$ cat src/rtl/mackerel_bus_if.sv
// CPU-side bus bundle for the Mackerel bus controller: address/strobe inputs,
// chip enables and cycle terminations (all strobes active-low).
interface mackerel_bus_if #(
  parameter int ADDR_W    = 22,
  parameter int RAM_BANKS = 4
);
  logic [ADDR_W-16:0]    addr;
  logic [2:0]            a_lo;
  logic [2:0]            fc;
  logic                  as_n;
  logic                  dtack_mfp_n;
  logic                  romen_n;
  logic [RAM_BANKS-1:0]  ramen_n;
  logic                  mfpen_n;
  logic                  iack_mfp_n;
  logic                  dtack_n;
  logic                  vpa_n;
  logic                  berr_n;

  modport master (
    output addr, a_lo, fc, as_n, dtack_mfp_n,
    input  romen_n, ramen_n, mfpen_n, iack_mfp_n, dtack_n, vpa_n, berr_n
  );

  modport slave (
    input  addr, a_lo, fc, as_n, dtack_mfp_n,
    output romen_n, ramen_n, mfpen_n, iack_mfp_n, dtack_n, vpa_n, berr_n
  );
endinterface

$ cat src/rtl/mackerel_bus_ctrl.sv
// Mackerel 68000 bus controller: address decode, boot ROM overlay, wait states,
// IACK/autovector and termination. Define MACKEREL_BERR_EN for BERR + watchdog.
module mackerel_bus_ctrl #(
  parameter int ADDR_W       = 22,
  parameter int RAM_BANKS    = 4,
  parameter int BOOT_CYCLES  = 8,
  parameter int ROM_WAIT     = 1,
  parameter int RAM_WAIT     = 0,
  parameter int MFP_IPL      = 5,
  parameter int BERR_TIMEOUT = 255
) (
  input  logic           clk_i,
  input  logic           rst_i,
  output logic           clk_slow_o,
  mackerel_bus_if.slave  bus
);
  localparam int HI     = ADDR_W - 16;
  localparam int BANK_W = $clog2(RAM_BANKS);
  localparam logic [2:0] MFP_LVL = 3'(MFP_IPL);

  localparam logic [2:0] S_END  = 3'd0;
  localparam logic [2:0] S_IDLE = 3'd1;
  localparam logic [2:0] S_WAIT = 3'd2;
  localparam logic [2:0] S_MFP  = 3'd3;
  localparam logic [2:0] S_ACK  = 3'd4;
  localparam logic [2:0] S_AVEC = 3'd5;
  localparam logic [2:0] S_ERR  = 3'd6;

  logic [2:0] state_q, state_d;
  logic [2:0] wait_q, wait_d;
  logic       iack_q, iack_d;
  logic [3:0] boot_cnt_q, boot_cnt_d;
  logic       boot_q, boot_d;
  logic       clk_slow_q;
  logic       dtack_q, vpa_q, berr_q, iack_mfp_q;
  logic       dtack_d, vpa_d, berr_d, iack_mfp_d;
  logic       wd_expired;

  logic is_iack, iack_lvl_mfp, hit_rom, hit_mfp, hit_ram;
  logic sel_rom, sel_ram, sel_mfp, active, cycle_done;
  logic [BANK_W-1:0] bank;
  logic [RAM_BANKS-1:0] ramen;

  assign is_iack      = (bus.fc == 3'b111);
  assign iack_lvl_mfp = is_iack && (bus.a_lo == MFP_LVL);
  assign hit_rom      = &bus.addr;
  assign hit_mfp      = (&bus.addr[HI:1]) && !bus.addr[0];
  assign hit_ram      = !bus.addr[HI];
  assign bank         = bus.addr[HI-1 -: BANK_W];

  // Until the overlay ends every ordinary cycle lands in ROM
  assign sel_rom = !is_iack && (!boot_q || hit_rom);
  assign sel_ram = !is_iack && boot_q && hit_ram;
  assign sel_mfp = !is_iack && boot_q && hit_mfp;
  assign active  = !bus.as_n && (state_q != S_END);

  always_comb begin
    ramen = '1;
    if (active && sel_ram) ramen[bank] = 1'b0;
  end

  assign bus.romen_n    = !(active && sel_rom);
  assign bus.ramen_n    = ramen;
  assign bus.mfpen_n    = !(active && (sel_mfp || iack_lvl_mfp));
  assign bus.iack_mfp_n = iack_mfp_q;
  assign bus.dtack_n    = dtack_q;
  assign bus.vpa_n      = vpa_q;
  assign bus.berr_n     = berr_q;
  assign clk_slow_o     = clk_slow_q;

`ifdef MACKEREL_BERR_EN
  localparam int WD_W = $clog2(BERR_TIMEOUT + 1);
  logic [WD_W-1:0] wd_q, wd_d;

  assign wd_expired = (wd_q == '0);

  always_comb begin
    wd_d = wd_q;
    if (state_q == S_IDLE && !bus.as_n) wd_d = WD_W'(BERR_TIMEOUT - 1);
    else if ((state_q == S_WAIT || state_q == S_MFP) && wd_q != '0) wd_d = wd_q - 1'b1;
  end

  always_ff @(posedge clk_i) begin
    if (rst_i) wd_q <= '0;
    else       wd_q <= wd_d;
  end
`else
  assign wd_expired = 1'b0;
`endif

  always_comb begin
    state_d = state_q;
    wait_d  = wait_q;
    iack_d  = iack_q;
    case (state_q)
      S_END:  if (bus.as_n) state_d = S_IDLE;
      S_IDLE: if (!bus.as_n) begin
        iack_d = is_iack;
        if (iack_lvl_mfp)  state_d = S_MFP;
        else if (is_iack)  state_d = S_AVEC;
        else if (sel_rom) begin state_d = S_WAIT; wait_d = 3'(ROM_WAIT); end
        else if (sel_ram) begin state_d = S_WAIT; wait_d = 3'(RAM_WAIT); end
        else if (sel_mfp)  state_d = S_MFP;
`ifdef MACKEREL_BERR_EN
        else               state_d = S_ERR;
`else
        else               state_d = S_END;
`endif
      end
      S_WAIT: begin
        if (bus.as_n)           state_d = S_IDLE;
        else if (wait_q == '0)  state_d = S_ACK;
        else if (wd_expired)    state_d = S_ERR;
        else                    wait_d  = wait_q - 1'b1;
      end
      // MFP acknowledge outranks a watchdog expiring on the same edge
      S_MFP: begin
        if (bus.as_n)             state_d = S_IDLE;
        else if (!bus.dtack_mfp_n) state_d = S_ACK;
        else if (wd_expired)      state_d = S_ERR;
      end
      S_ACK, S_AVEC, S_ERR: if (bus.as_n) state_d = S_IDLE;
      default: state_d = S_END;
    endcase
  end

  assign cycle_done = bus.as_n && (state_q == S_ACK || state_q == S_AVEC || state_q == S_ERR);

  always_comb begin
    boot_d     = boot_q;
    boot_cnt_d = boot_cnt_q;
    if (cycle_done && !boot_q) begin
      if (boot_cnt_q == '0) boot_d = 1'b1;
      else                  boot_cnt_d = boot_cnt_q - 1'b1;
    end
  end

  // VPA and unmapped BERR wait one edge in AVEC/ERR; watchdog BERR is immediate
  assign dtack_d    = !(state_d == S_ACK);
  assign vpa_d      = !(state_d == S_AVEC && state_q == S_AVEC);
`ifdef MACKEREL_BERR_EN
  assign berr_d     = !(state_d == S_ERR && state_q != S_IDLE);
`else
  assign berr_d     = 1'b1;
`endif
  assign iack_mfp_d = !(iack_d && (state_d == S_MFP || state_d == S_ACK));

  always_ff @(posedge clk_i) begin
    if (rst_i) begin
      state_q    <= S_END;
      wait_q     <= '0;
      iack_q     <= 1'b0;
      boot_q     <= 1'b0;
      boot_cnt_q <= 4'(BOOT_CYCLES - 1);
      clk_slow_q <= 1'b0;
      dtack_q    <= 1'b1;
      vpa_q      <= 1'b1;
      berr_q     <= 1'b1;
      iack_mfp_q <= 1'b1;
    end else begin
      state_q    <= state_d;
      wait_q     <= wait_d;
      iack_q     <= iack_d;
      boot_q     <= boot_d;
      boot_cnt_q <= boot_cnt_d;
      clk_slow_q <= !clk_slow_q;
      dtack_q    <= dtack_d;
      vpa_q      <= vpa_d;
      berr_q     <= berr_d;
      iack_mfp_q <= iack_mfp_d;
    end
  end
endmodule

$ cat src/flat_wrapper.sv
// flat-port wrapper written by rule: the top's interface ports become plain ports
module mackerel_bus_ctrl_flat 
#(
  parameter int ADDR_W       = 22,
  parameter int RAM_BANKS    = 4,
  parameter int BOOT_CYCLES  = 8,
  parameter int ROM_WAIT     = 1,
  parameter int RAM_WAIT     = 0,
  parameter int MFP_IPL      = 5,
  parameter int BERR_TIMEOUT = 255
)
  (clk_i, rst_i, clk_slow_o, bus_addr, bus_a_lo, bus_fc, bus_as_n, bus_dtack_mfp_n, bus_romen_n, bus_ramen_n, bus_mfpen_n, bus_iack_mfp_n, bus_dtack_n, bus_vpa_n, bus_berr_n);
  mackerel_bus_if #(.ADDR_W(ADDR_W), .RAM_BANKS(RAM_BANKS)) bus_i ();
  input  logic clk_i;
  input  logic rst_i;
  output logic clk_slow_o;
  input wire logic [$bits(bus_i.addr)-1:0] bus_addr;
  input wire logic [$bits(bus_i.a_lo)-1:0] bus_a_lo;
  input wire logic [$bits(bus_i.fc)-1:0] bus_fc;
  input wire logic [$bits(bus_i.as_n)-1:0] bus_as_n;
  input wire logic [$bits(bus_i.dtack_mfp_n)-1:0] bus_dtack_mfp_n;
  output wire logic [$bits(bus_i.romen_n)-1:0] bus_romen_n;
  output wire logic [$bits(bus_i.ramen_n)-1:0] bus_ramen_n;
  output wire logic [$bits(bus_i.mfpen_n)-1:0] bus_mfpen_n;
  output wire logic [$bits(bus_i.iack_mfp_n)-1:0] bus_iack_mfp_n;
  output wire logic [$bits(bus_i.dtack_n)-1:0] bus_dtack_n;
  output wire logic [$bits(bus_i.vpa_n)-1:0] bus_vpa_n;
  output wire logic [$bits(bus_i.berr_n)-1:0] bus_berr_n;
  assign bus_i.addr = bus_addr;
  assign bus_i.a_lo = bus_a_lo;
  assign bus_i.fc = bus_fc;
  assign bus_i.as_n = bus_as_n;
  assign bus_i.dtack_mfp_n = bus_dtack_mfp_n;
  assign bus_romen_n = bus_i.romen_n;
  assign bus_ramen_n = bus_i.ramen_n;
  assign bus_mfpen_n = bus_i.mfpen_n;
  assign bus_iack_mfp_n = bus_i.iack_mfp_n;
  assign bus_dtack_n = bus_i.dtack_n;
  assign bus_vpa_n = bus_i.vpa_n;
  assign bus_berr_n = bus_i.berr_n;
  mackerel_bus_ctrl #(.ADDR_W(ADDR_W), .RAM_BANKS(RAM_BANKS), .BOOT_CYCLES(BOOT_CYCLES), .ROM_WAIT(ROM_WAIT), .RAM_WAIT(RAM_WAIT), .MFP_IPL(MFP_IPL), .BERR_TIMEOUT(BERR_TIMEOUT)) u_core (.clk_i(clk_i), .rst_i(rst_i), .clk_slow_o(clk_slow_o), .bus(bus_i));
endmodule
$ cat config.mk
export PLATFORM = sky130hd
export DESIGN_NAME = mackerel_bus_ctrl_flat
export DESIGN_NICKNAME = d
export VERILOG_FILES = /design/src/rtl/mackerel_bus_if.sv /design/src/rtl/mackerel_bus_ctrl.sv /design/src/flat_wrapper.sv
export SDC_FILE = /design/constraint.sdc
export NUM_CORES = 1
export LEC_CHECK = 0
export ABC_AREA = 1
export CORE_ASPECT_RATIO = 1.2
export CORE_MARGIN = 2
export CORE_UTILIZATION = 45
export DETAILED_ROUTE_END_ITERATION = 7
export HOLD_SLACK_MARGIN = 0.06
export PLACE_DENSITY = 0.74
export SYNTH_ARGS = -nofsm -noshare
export SYNTH_HDL_FRONTEND = slang
export SYNTH_SLANG_ARGS = --single-unit
$ cat constraint.sdc
create_clock -name clk_i -period 1.7 [get_ports clk_i]
set_input_delay 0.34 -clock clk_i [delete_from_list [all_inputs] [get_ports clk_i]]
set_output_delay 0.34 -clock clk_i [all_outputs]
set_load 0.005 [all_outputs]
**Yosys cells after proc, flatten, opt, wreduce, memory -nomap -nowiden**

Index checks and enable logic that the tools add are counted.

- Flip-flop bits (word level): 16
- Input port bits: 17
- Output and inout bits: 11
- Word-level logic and storage cells: 99

- Add/subtract/negate cells: 2
- Bitwise logic cells: 2
- Mux-type cells: 25
- Equal/unequal tests: 17
- Reduce and logical (&&, ||, !) cells: 42
- $lt $le $gt $ge: 2

Operators by type and width:

| operator | count |
|---|---|
| two-way mux 3 bit | 17 |
| equality test 3 bit (second input constant) | 7 |
| logical AND 1 bit | 15 |
| AND reduction 7 bit | 2 |
| one-hot mux 3 bit (4 select lines) | 1 |
| zero test 1 bit | 11 |
| != test 2 bit (second input constant) | 5 |
| equality test 3 x 2 -> 1 bit (second input constant) | 3 |
| zero test 3 bit | 2 |
| one-hot mux 3 bit (2 select lines) | 1 |
| AND reduction 6 bit | 1 |
| logical OR 1 bit | 5 |
| zero test 4 bit | 1 |
| two-way mux 4 bit | 1 |
| inverter 4 bit | 1 |
| AND reduction 2 bit | 2 |
| OR reduction 4 bit | 1 |
| subtractor 4 x 1 -> 4 bit (second input constant) | 1 |
| equality test 3 x 1 -> 1 bit (second input constant) | 1 |
| less-than comparator 2 x 3 -> 1 bit (second input constant) | 1 |
| two-way mux 1 bit | 3 |
| != test 3 x 1 -> 1 bit (second input constant) | 1 |
| nonzero test 3 bit | 1 |
| subtractor 3 x 1 -> 3 bit (second input constant) | 1 |
| other kinds (5) | 5 |

**Longest topological paths before layout**

Gate-level depths: netlist of run 1.

- Word-level depth: 15
- Gate-level depth with buffers: 12
- Gate-level depth less buffers: 12

**Least setup slack after synthesis of run 1**

Ideal clock, no wire load.

- Kind: in2out
- Start point: in bus_as_n
- End point: out bus_ramen_n[0]
- Data arrival time: 948 ps
- Data required time: 1360 ps
- Path slack: 412 ps
- Buffers on the path: 1
- Stages on the path: 5
- Path through: buf_4 -> inv_1 -> o21ai_0 -> nor2_1 -> nand3_1

- Word-level cells in the longest chain between the ends: 4

RTL lines:

| element | line | source |
|---|---|---|
| start, declared | flat_wrapper.sv:20 | `input wire logic [$bits(bus_i.as_n)-1:0] bus_as_n;` |
| zero test 1 bit | mackerel_bus_ctrl.sv:55 | `assign active = !bus.as_n && (state_q != S_END);` |
| logical AND 1 bit | mackerel_bus_ctrl.sv:55 |  |
| logical AND 1 bit | mackerel_bus_ctrl.sv:59 | `if (active && sel_ram) ramen[bank] = 1'b0;` |
| two-way mux 4 bit | mackerel_bus_ctrl.sv:59 |  |
| end, declared | flat_wrapper.sv:23 | `output wire logic [$bits(bus_i.ramen_n)-1:0] bus_ramen_n;` |

Every way passes these cells.

**Worst setup path in the final report of run 1**

- Start point: reg u_core.state_q[0]
- End point: out bus_mfpen_n

- Word-level cells in the longest chain between the ends: 4

RTL lines:

| element | line | source |
|---|---|---|
| start, declared | mackerel_bus_ctrl.sv:29 | `logic [2:0] state_q, state_d;` |
| start signal, assigned | mackerel_bus_ctrl.sv:161 | `state_q <= state_d;` |
| nonzero test 3 bit | mackerel_bus_ctrl.sv:55 |  |
| logical AND 1 bit | mackerel_bus_ctrl.sv:55 |  |
| logical AND 1 bit | mackerel_bus_ctrl.sv:64 | `assign bus.mfpen_n = !(active && (sel_mfp \|\| iack_lvl_mfp));` |
| zero test 1 bit | mackerel_bus_ctrl.sv:64 |  |
| end, declared | flat_wrapper.sv:24 | `output wire logic [$bits(bus_i.mfpen_n)-1:0] bus_mfpen_n;` |

Every way passes these cells.

==> results of run 1 <==
[cell type report]
cell class              instances  area, µm²  area share, %
flip-flops and latches         16      322.8          20.84
well taps                      30      37.54          2.423
inverters                      29      108.9          7.027
multi-input cells             116      648.1          41.84
repair buffers                 48      395.4          25.52
clock buffers                   4      36.28          2.342
[stage by stage]
step | area [µm²] | util [%]
3_3_place_gp | 1448 | 68.38
2_1_floorplan | 1026 | -
4_1_cts | 1538 | 72.64
6_report | 1549 | 73.17
3_5_place_dp | 1448 | 68.38
5_1_grt | 1549 | 73.17
[routing by layer]
layer,track usage [%],vias to the layer above
li1,-,611
met1,25.25,527
met2,39.00,34
met3,3.215,7
met4,8.108,0
met5,0,-
[worst max-delay path, cell delays in order (launching register included)]
cell     delay, ns
dfxtp_2       0.33
or2_4         0.26
o21ai_4       0.17
inv_2         0.06
o21ai_2       0.05
buf_2         0.12
[timing repair]
action / 4_1_cts / 5_1_grt
setup endpoints to repair: 6 / 4
gates resized for setup: 51 / 9
endpoints found under the hold margin: 0 / 0
setup buffers: 3 / 1
pin swaps: 7 / 3
[sequential cells by signal, indices dropped and copies added, names as in the netlist]
| name | count |
|---|---|
| u_core.boot_q | 1 |
| u_core.iack_q | 1 |
| u_core.clk_slow_o | 1 |
| u_core.wait_q | 3 |
| u_core.boot_cnt_q | 4 |
| u_core.state_q | 3 |
| u_core.bus.iack_mfp_n | 1 |
| u_core.bus.vpa_n | 1 |
| u_core.bus.dtack_n | 1 |
[cell usage in the layout (no fill, tap or decap), types with 8 or more instances in the layout]
cell type,Yosys,routed
nand2_1,38,36
inv_1,26,24
buf_4,2,21
nor2_1,23,20
dfxtp_1,16,14
dlygate4sd2_1,0,10
nand3_1,12,9
clkdlybuf4s50_1,0,9
a21oi_1,8,8
[where the power goes]
| group | total, W | switching, W | leakage [nW] | internal (W) |
|---|---|---|---|---|
| logic | 0.000216 | 0.000116 | 0.592 | 0.000101 |
| registers | 0.000392 | 0.00000496 | 0.131 | 0.000387 |
| clock network | 0.000254 | 0.000123 | 0.0210 | 0.000131 |
| total | 0.000862 | 0.000244 | 0.744 | 0.000618 |
[worst paths after layout]
path	from	endpoint	slack [ns]	cells after the start
min reg2reg	u_core.clk_slow_o$_SDFF_PP0_	u_core.clk_slow_o$_SDFF_PP0_	0.43	1
max reg2reg	u_core.state_q[0]$_SDFF_PP0_	u_core.bus.vpa_n$_SDFF_PP1_	0.15	12
min	u_core.clk_slow_o$_SDFF_PP0_	u_core.clk_slow_o$_SDFF_PP0_	0.43	1
max	u_core.state_q[0]$_SDFF_PP0_	bus_mfpen_n	0.08	5
[kinds of logic after synthesis]
| group | after synthesis | share of synthesized area, % |
|---|---|---|
| other | 1 | 0.3655 |
| AOI/OAI and AO/OA | 21 | 11.34 |
| and+or+nand+nor | 90 | 40.12 |
| adders and majority gates | 3 | 3.659 |
| DFF | 16 | 31.22 |
| buffers and inverters | 32 | 12.44 |
| xor gates and xnor gates | 1 | 0.8538 |
==> flow_summary.ini, run 1 <==
[status]
status = finished clean

[clock_network]
clkSlewWorstSetupHoldPaths_ns = 0.09
tritoncts = built
cts.sinks = 16
cts.path.max_buffers = 2
ctsRootBufferMaster = clkbuf_4
h-tree-depth = 1
clock_latency_ns = 0.29
postCtsHoldBufs = 0
cts_buffers = 3

[run]
max_cap_viol_count = 0

[finish]
fin_nets = 234
instances_no_fill = 243
drive_gt1_share_pct = 28.17
num_antenna_cells = 0
fill_cells = 194
syn_to_final_growth_pct = 50.98

[timing]
rsz0062_at_grt = no
setup_violations = 0
whs_ns = 0.4293
finalCritPeriodShare_pct = 95.51
finalClockSkew_ns = 0.001777
fmax_ghz = 0.6159
period_needed_ns = 1.624
fin_ws_ns = 0.07641
hold_viol = 0
finalMaxSlewViolations = 0
tns_ns = 0

[floorplanning]
core_area_um2 = 2117
dieArea_um2 = 2680
start_util_pct = 48.46
die_h_um = 56.31
io_pins = 28
rows = 18
die_x_um = 47.59

[global_route]
antenna_found_initial = 0
gr-total-overflow = 0
grt_pass1_vias = 1122
grt_pass1_wl_um = 4367
grt_util_all_layers_pct = 22.07
grt_max_degree = 11

[power_and_ir_drop]
p_total_w = 0.0008620
p_leak_nw = 0.7439
irDropWorstVdd_uv = 594.1
p_per_area_nw_per_um2 = 556.5

[synth]
ys.flop_type = dfxtp_1
syn_nets = 184
async_flop_share_pct = 0
syn_area_um2 = 1026
synth.avg_cell_area_um2 = 6.256
netlist_top_cells_area = dfxtp_1 (31%), nand2_1 (14%), inv_1 (9.5%)
yosys_warnings = 0
synth_top_area_share_pct = 31.22
synth_cells = 164
yosysMostFrequentCell = nand2_1
yosysTopAreaCell = dfxtp_1
synth.top_cells.by_count = nand2_1 (38), inv_1 (26), nor2_1 (23), dfxtp_1 (16), nand3_1 (12)
synth-edff-count = 0
synth_seq_area_share_pct = 31.22
ys_types = 29
synth_seq_cells = 16

[place]
portBuffers = 26
dp_worst_setup_slack_ns = -0.4319
gp_congestion = 0.8353
place_inst = 236
place_hpwl_um = 2063

[detailed_routing]
drc_errors = 0
drt_wl_total_um = 2700
ant_nets = 0
drtIter0Drc = 9
firstDrtPassIters = 4
via_per_inst = 4.852
dr_wl_met3_um = 160
route.met2.wl_um = 1440
wl_met1_um = 1041
wl_per_cell_um = 11.11
top_layer_used = met4
vias = 1179

[setup_path]
cp-end-kind = primary output
startpoint_type = flip-flop
crit_fanout = 2
arrival_ns = 1.28
path_class = reg2out
required_ns = 1.36

[hold_path]
hp-class = reg2reg
(Power assumes the default switching activity.)
==> run 2, diff against run 1 <==
--- a/config.mk
+++ b/config.mk
@@ -8,10 +8,10 @@
 export ABC_AREA = 1
 export CORE_ASPECT_RATIO = 1.2
 export CORE_MARGIN = 2
-export CORE_UTILIZATION = 45
+export CORE_UTILIZATION = 25
 export DETAILED_ROUTE_END_ITERATION = 7
 export HOLD_SLACK_MARGIN = 0.06
-export PLACE_DENSITY = 0.74
+export PLACE_DENSITY = 0.48
 export SYNTH_ARGS = -nofsm -noshare
 export SYNTH_HDL_FRONTEND = slang
 export SYNTH_SLANG_ARGS = --single-unit
==> constraint.sdc (replaced) <==
create_clock -name clk_i -period 1.45 [get_ports clk_i]
set_input_delay 0.29 -clock clk_i [delete_from_list [all_inputs] [get_ports clk_i]]
set_output_delay 0.29 -clock clk_i [all_outputs]
set_load 0.005 [all_outputs]
==> flow_summary.ini, run 2 (synthesis gave the netlist of run 1 again) <==
[clock_network]
postCtsHoldBufs = 0
ctsRootBufferMaster = clkbuf_8
cts.sinks = 16
tritoncts = built
cts.path.max_buffers = 2
h-tree-depth = 1
cts_buffers = 3
clkSlewWorstSetupHoldPaths_ns = 0.07
clock_latency_ns = 0.25

[setup_path]
startpoint_type = flip-flop
cp-end-kind = primary output
path_class = reg2out
reg2reg_from = u_core.state_q[0]$_SDFF_PP0_
arrival_ns = 1.26
crit_fanout = 2
ff2ff_setup_slack_ns = 0.01
rr_endpoint = u_core.bus.iack_mfp_n$_SDFF_PP1_
required_ns = 1.16
r2r_cells = 10

[finish]
design_area_um2 = 1794
largestRegisters = u_core.boot_cnt_q x4, u_core.state_q x3, u_core.wait_q x3
largest_reg_flops = 4
instances_no_fill = 275
layout_commonest_cell = nand2_1
most-common-layout-cells = nand2_1 (28), buf_4 (25), inv_1 (21)
fin_nets = 242
drive_gt1_share_pct = 44.34
largest_register = u_core.boot_cnt_q
syn_to_final_growth_pct = 74.88
num_antenna_cells = 0

[timing]
whs_ns = 0.4326
fmax_ghz = 0.6447
setup_violations = 6
finalClockSkew_ns = 0.002082
fin_ws_ns = -0.1010
hold_viol = 0
rsz0062_at_grt = yes
finalMaxSlewViolations = 0
period_needed_ns = 1.551
finalCritPeriodShare_pct = 107.0

[floorplanning]
dieArea_um2 = 4634
core_area_um2 = 3941
die_h_um = 74.18
rows = 25
start_util_pct = 26.03
die_x_um = 62.48
io_pins = 28

[detailed_routing]
route.met2.wl_um = 1519
firstDrtPassIters = 4
via_per_inst = 4.447
wl_per_cell_um = 10.59
drt_wl_total_um = 2911
vias = 1223
dr_wl_met3_um = 150
drc_errors = 0
wl_met1_um = 1193
drtIter0Drc = 32
top_layer_used = met4
ant_nets = 0

[global_route]
grt_util_all_layers_pct = 12.94
antenna_found_initial = 0
grt_pass1_wl_um = 4767
grt_max_degree = 10
grt_pass1_vias = 1105
gr-total-overflow = 0

[place]
gp_congestion = 0.7582
portBuffers = 26
place_inst = 265
dpl_cell_area_um2 = 1515
place_hpwl_um = 2184
dp_worst_setup_slack_ns = -0.5815

[hold_path]
hp-start = u_core.clk_slow_o$_SDFF_PP0_
hp-class = reg2reg
hold_depth = 1
min_to = u_core.clk_slow_o$_SDFF_PP0_

[power_and_ir_drop]
irDropWorstVdd_uv = 528.5
p_leak_nw = 0.8163
p_per_area_nw_per_um2 = 655.7

[status]
status = complete, but fails checks
failed_checks = setup timing

[run]
max_cap_viol_count = 0
[run 2: what timing repair did]
item | in CTS | in global routing
hold endpoints to repair | 0 | 0
pin swaps | 14 | 16
setup buffers | 3 | 3
endpoints found under the setup margin | 16 | 16
gates resized for setup | 72 | 45
[run 2: metrics by stage]
stage | util, % | total power [W] | TNS, ns
floorplan | - | 0.0005924 | 0
global placement | 38.44 | 0.0007160 | -7.352
detailed placement | 38.44 | 0.0007164 | -7.741
CTS | 42.13 | 0.001154 | -0.6710
global route | 45.52 | 0.001236 | -1.028
finish | 45.52 | 0.001177 | -0.4941
[run 2: power breakdown]
| part | total [W] | leakage [nW] | internal, W | switching, W |
|---|---|---|---|---|
| combinational | 0.000307 | 0.655 | 0.000145 | 0.000163 |
| sequential | 0.000460 | 0.132 | 0.000454 | 0.00000597 |
| clock | 0.000409 | 0.0288 | 0.000241 | 0.000168 |
| total | 0.00118 | 0.816 | 0.000840 | 0.000336 |
[run 2: metal layers]
layer	global-route usage [%]	up-vias
met2	24.85	34
li1	-	627
met1	13.64	558
met5	0	-
met3	2.874	4
met4	5.926	0
[run 2: critical path: stages (launching register included)]
cell and delay [ns]:
dfxtp_2 0.32, or2_4 0.26, o21ai_4 0.17, inv_2 0.06
o21ai_1 0.07, buf_2 0.13
[run 2: how the worst max path moves through the flow]
| stage | from | cells after the start | to | slack, ns |
|---|---|---|---|---|
| CTS | u_core.state_q[1]$_SDFF_PP0_ | 5 | bus_mfpen_n | -0.12 |
| floorplan | u_core.state_q[0]$_SDFF_PP0_ | 9 | u_core.bus.iack_mfp_n$_SDFF_PP1_ | 0.18 |
| global placement | bus_addr[4] | 7 | bus_mfpen_n | -0.56 |
| detailed placement | bus_fc[1] | 6 | bus_ramen_n[1] | -0.58 |
| global route | u_core.state_q[0]$_SDFF_PP0_ | 5 | bus_mfpen_n | -0.14 |
| finish | u_core.state_q[0]$_SDFF_PP0_ | 5 | bus_mfpen_n | -0.10 |
[run 2: cell type report]
type	count	area (µm²)
multi-input cells	116	764.5
flip-flops and latches	16	326.6
well taps	54	67.56
repair buffers	56	459.2
inverters	29	121.4
clock buffers	4	55.05
fillers	428	2147
==> run 3, diff against run 2 <==
--- a/config.mk
+++ b/config.mk
@@ -6,12 +6,13 @@
 export NUM_CORES = 1
 export LEC_CHECK = 0
 export ABC_AREA = 1
-export CORE_ASPECT_RATIO = 1.2
+export CORE_ASPECT_RATIO = 1.75
 export CORE_MARGIN = 2
 export CORE_UTILIZATION = 25
 export DETAILED_ROUTE_END_ITERATION = 7
 export HOLD_SLACK_MARGIN = 0.06
-export PLACE_DENSITY = 0.48
+export PLACE_DENSITY = 0.46
+export SLEW_MARGIN = 20
 export SYNTH_ARGS = -nofsm -noshare
 export SYNTH_HDL_FRONTEND = slang
 export SYNTH_SLANG_ARGS = --single-unit
==> constraint.sdc (replaced) <==
create_clock -name clk_i -period 1.8 [get_ports clk_i]
set_input_delay 0.36 -clock clk_i [delete_from_list [all_inputs] [get_ports clk_i]]
set_output_delay 0.36 -clock clk_i [all_outputs]
set_load 0.005 [all_outputs]
==> flow_summary.ini, run 3 (synthesis gave the netlist of run 1 again) <==
[status]
status = finished clean

[setup_path]
startpoint = bus_as_n
slowest_delay_ns = 0.43
arrival_ns = 1.38
path_class = in2out
crit_fanout = 4
cp_num_buf_inv = 3
startpoint_type = input pin
crit_family = buffers and inverters
slowest_stage = clkdlybuf4s50_1
required_ns = 1.44
cp_cell_sequence = clkdlybuf4s50_1, inv_1, o21ai_2, nor2_4, nand3_1, clkdlybuf4s15_1
cp-end-kind = primary output
reg2reg_from = u_core.state_q[1]$_SDFF_PP0_

[detailed_routing]
firstDrtPassIters = 4
ant_nets = 0
via_per_inst = 4.421
drc_errors = 0
vias = 1176
wl_per_cell_um = 10.56
drt_wl_total_um = 2809
drtIter0Drc = 20

[global_route]
grt_pass1_vias = 1132
grt_max_degree = 11
gr-total-overflow = 0
grt_pass1_wl_um = 4692
grt_util_all_layers_pct = 13.32
antenna_found_initial = 0

[clock_network]
clkSlewWorstSetupHoldPaths_ns = 0.06
cts.path.max_buffers = 2
cts.sinks = 16
clock_latency_ns = 0.25
h-tree-depth = 1
cts_buffers = 3
ctsRootBufferMaster = clkbuf_8
tritoncts = built

[finish]
num_antenna_cells = 0
layout_commonest_cell = nand2_1
largest_reg_flops = 4
most-common-layout-cells = nand2_1 (33), buf_4 (26), inv_1 (23)
largest_register = u_core.boot_cnt_q
largestRegisters = u_core.boot_cnt_q x4, u_core.state_q x3, u_core.wait_q x3
syn_to_final_growth_pct = 60.98
drive_gt1_share_pct = 27.52
fin_nets = 240

[floorplanning]
core_area_um2 = 3904
io_pins = 28
start_util_pct = 26.28
dieArea_um2 = 4652
die_h_um = 88.75
rows = 30
die_x_um = 52.43

[timing]
fin_ws_ns = 0.06261
hold_viol = 0
period_needed_ns = 1.737
finalMaxSlewViolations = 0
rsz0062_at_grt = no
fmax_ghz = 0.5756
setup_violations = 0
finalClockSkew_ns = 0.001319
finalCritPeriodShare_pct = 96.52

[power_and_ir_drop]
p_total_w = 0.0008441
p_leak_nw = 0.8360
irDropWorstVdd_uv = 475.8
p_per_area_nw_per_um2 = 511.1

[run]
max_cap_viol_count = 0

[place]
gp_congestion = 0.8018
dp_worst_setup_slack_ns = -0.4013
place_hpwl_um = 2237
portBuffers = 26

[hold_path]
hp-start = u_core.clk_slow_o$_SDFF_PP0_
hp-class = reg2reg
==> run 3: per-layer routing <==
layer  vias to the layer above  global-route usage, %  part of all wire [%]
met3                         5                  2.027                   5.6
met5                         -                      0                     0
li1                        626                      -                     -
met1                       516                  13.89                    39
met2                        29                  24.89                    54
met4                         0                  6.527                   2.0
==> run 3: final cells by class <==
class / count / area, µm²
clock buffer: 3 / 41.29
fill: 429 / 2252
inverter: 29 / 108.9
multi-input combinational: 116 / 635.6
sequential: 16 / 320.3
tap: 48 / 60.06
timing repair buffer: 54 / 485.5
==> run 3: timing repair <==
item / 4_1_cts / 5_1_grt
endpoints found under the setup margin: 6 / 15
pin swaps: 5 / 12
hold buffers: 0 / 0
resized for setup: 28 / 23
setup buffers: 4 / 2
==> run 3: final timing paths <==
check / slack (ns) / cells after the start / end
setup / recovery: 0.06 / 6 / bus_ramen_n[1]
hold / removal: 0.42 / 1 / u_core.clk_slow_o$_SDFF_PP0_
setup reg to reg: 0.26 / 12 / u_core.wait_q[1]$_SDFFE_PP0P_
hold reg to reg: 0.42 / 1 / u_core.clk_slow_o$_SDFF_PP0_
==> run 3: metrics by stage <==
stage | TNS, ns | hold slack (ns) | cells | cell area [µm²] | util (%)
6_report | 0 | 0.4167 | 266 | 1652 | 42.31
5_1_grt | 0 | 0.4298 | 266 | 1652 | 42.31
4_1_cts | -0.01159 | 0.4218 | 264 | 1573 | 40.29
3_5_place_dp | -3.597 | 0.4097 | 257 | 1493 | 38.24
3_3_place_gp | -3.565 | 0.4064 | 257 | 1493 | 38.24
2_1_floorplan | 0 | 0.4164 | 164 | 1026 | -
==> run 3: worst register-to-register path: cells and delay by family (launching register included) <==
kind / cells / cell delay, ns
and+or+nand+nor: 8 / 0.83
DFF: 1 / 0.31
buffers and inverters: 3 / 0.28
AOI/OAI and AO/OA: 1 / 0.05
==> run 3: power by group <==
group / total, W / internal [W] / switching [W]
combinational: 0.000210 / 0.000101 / 0.000109
clock: 0.000264 / 0.000148 / 0.000116
sequential: 0.000370 / 0.000365 / 0.00000435
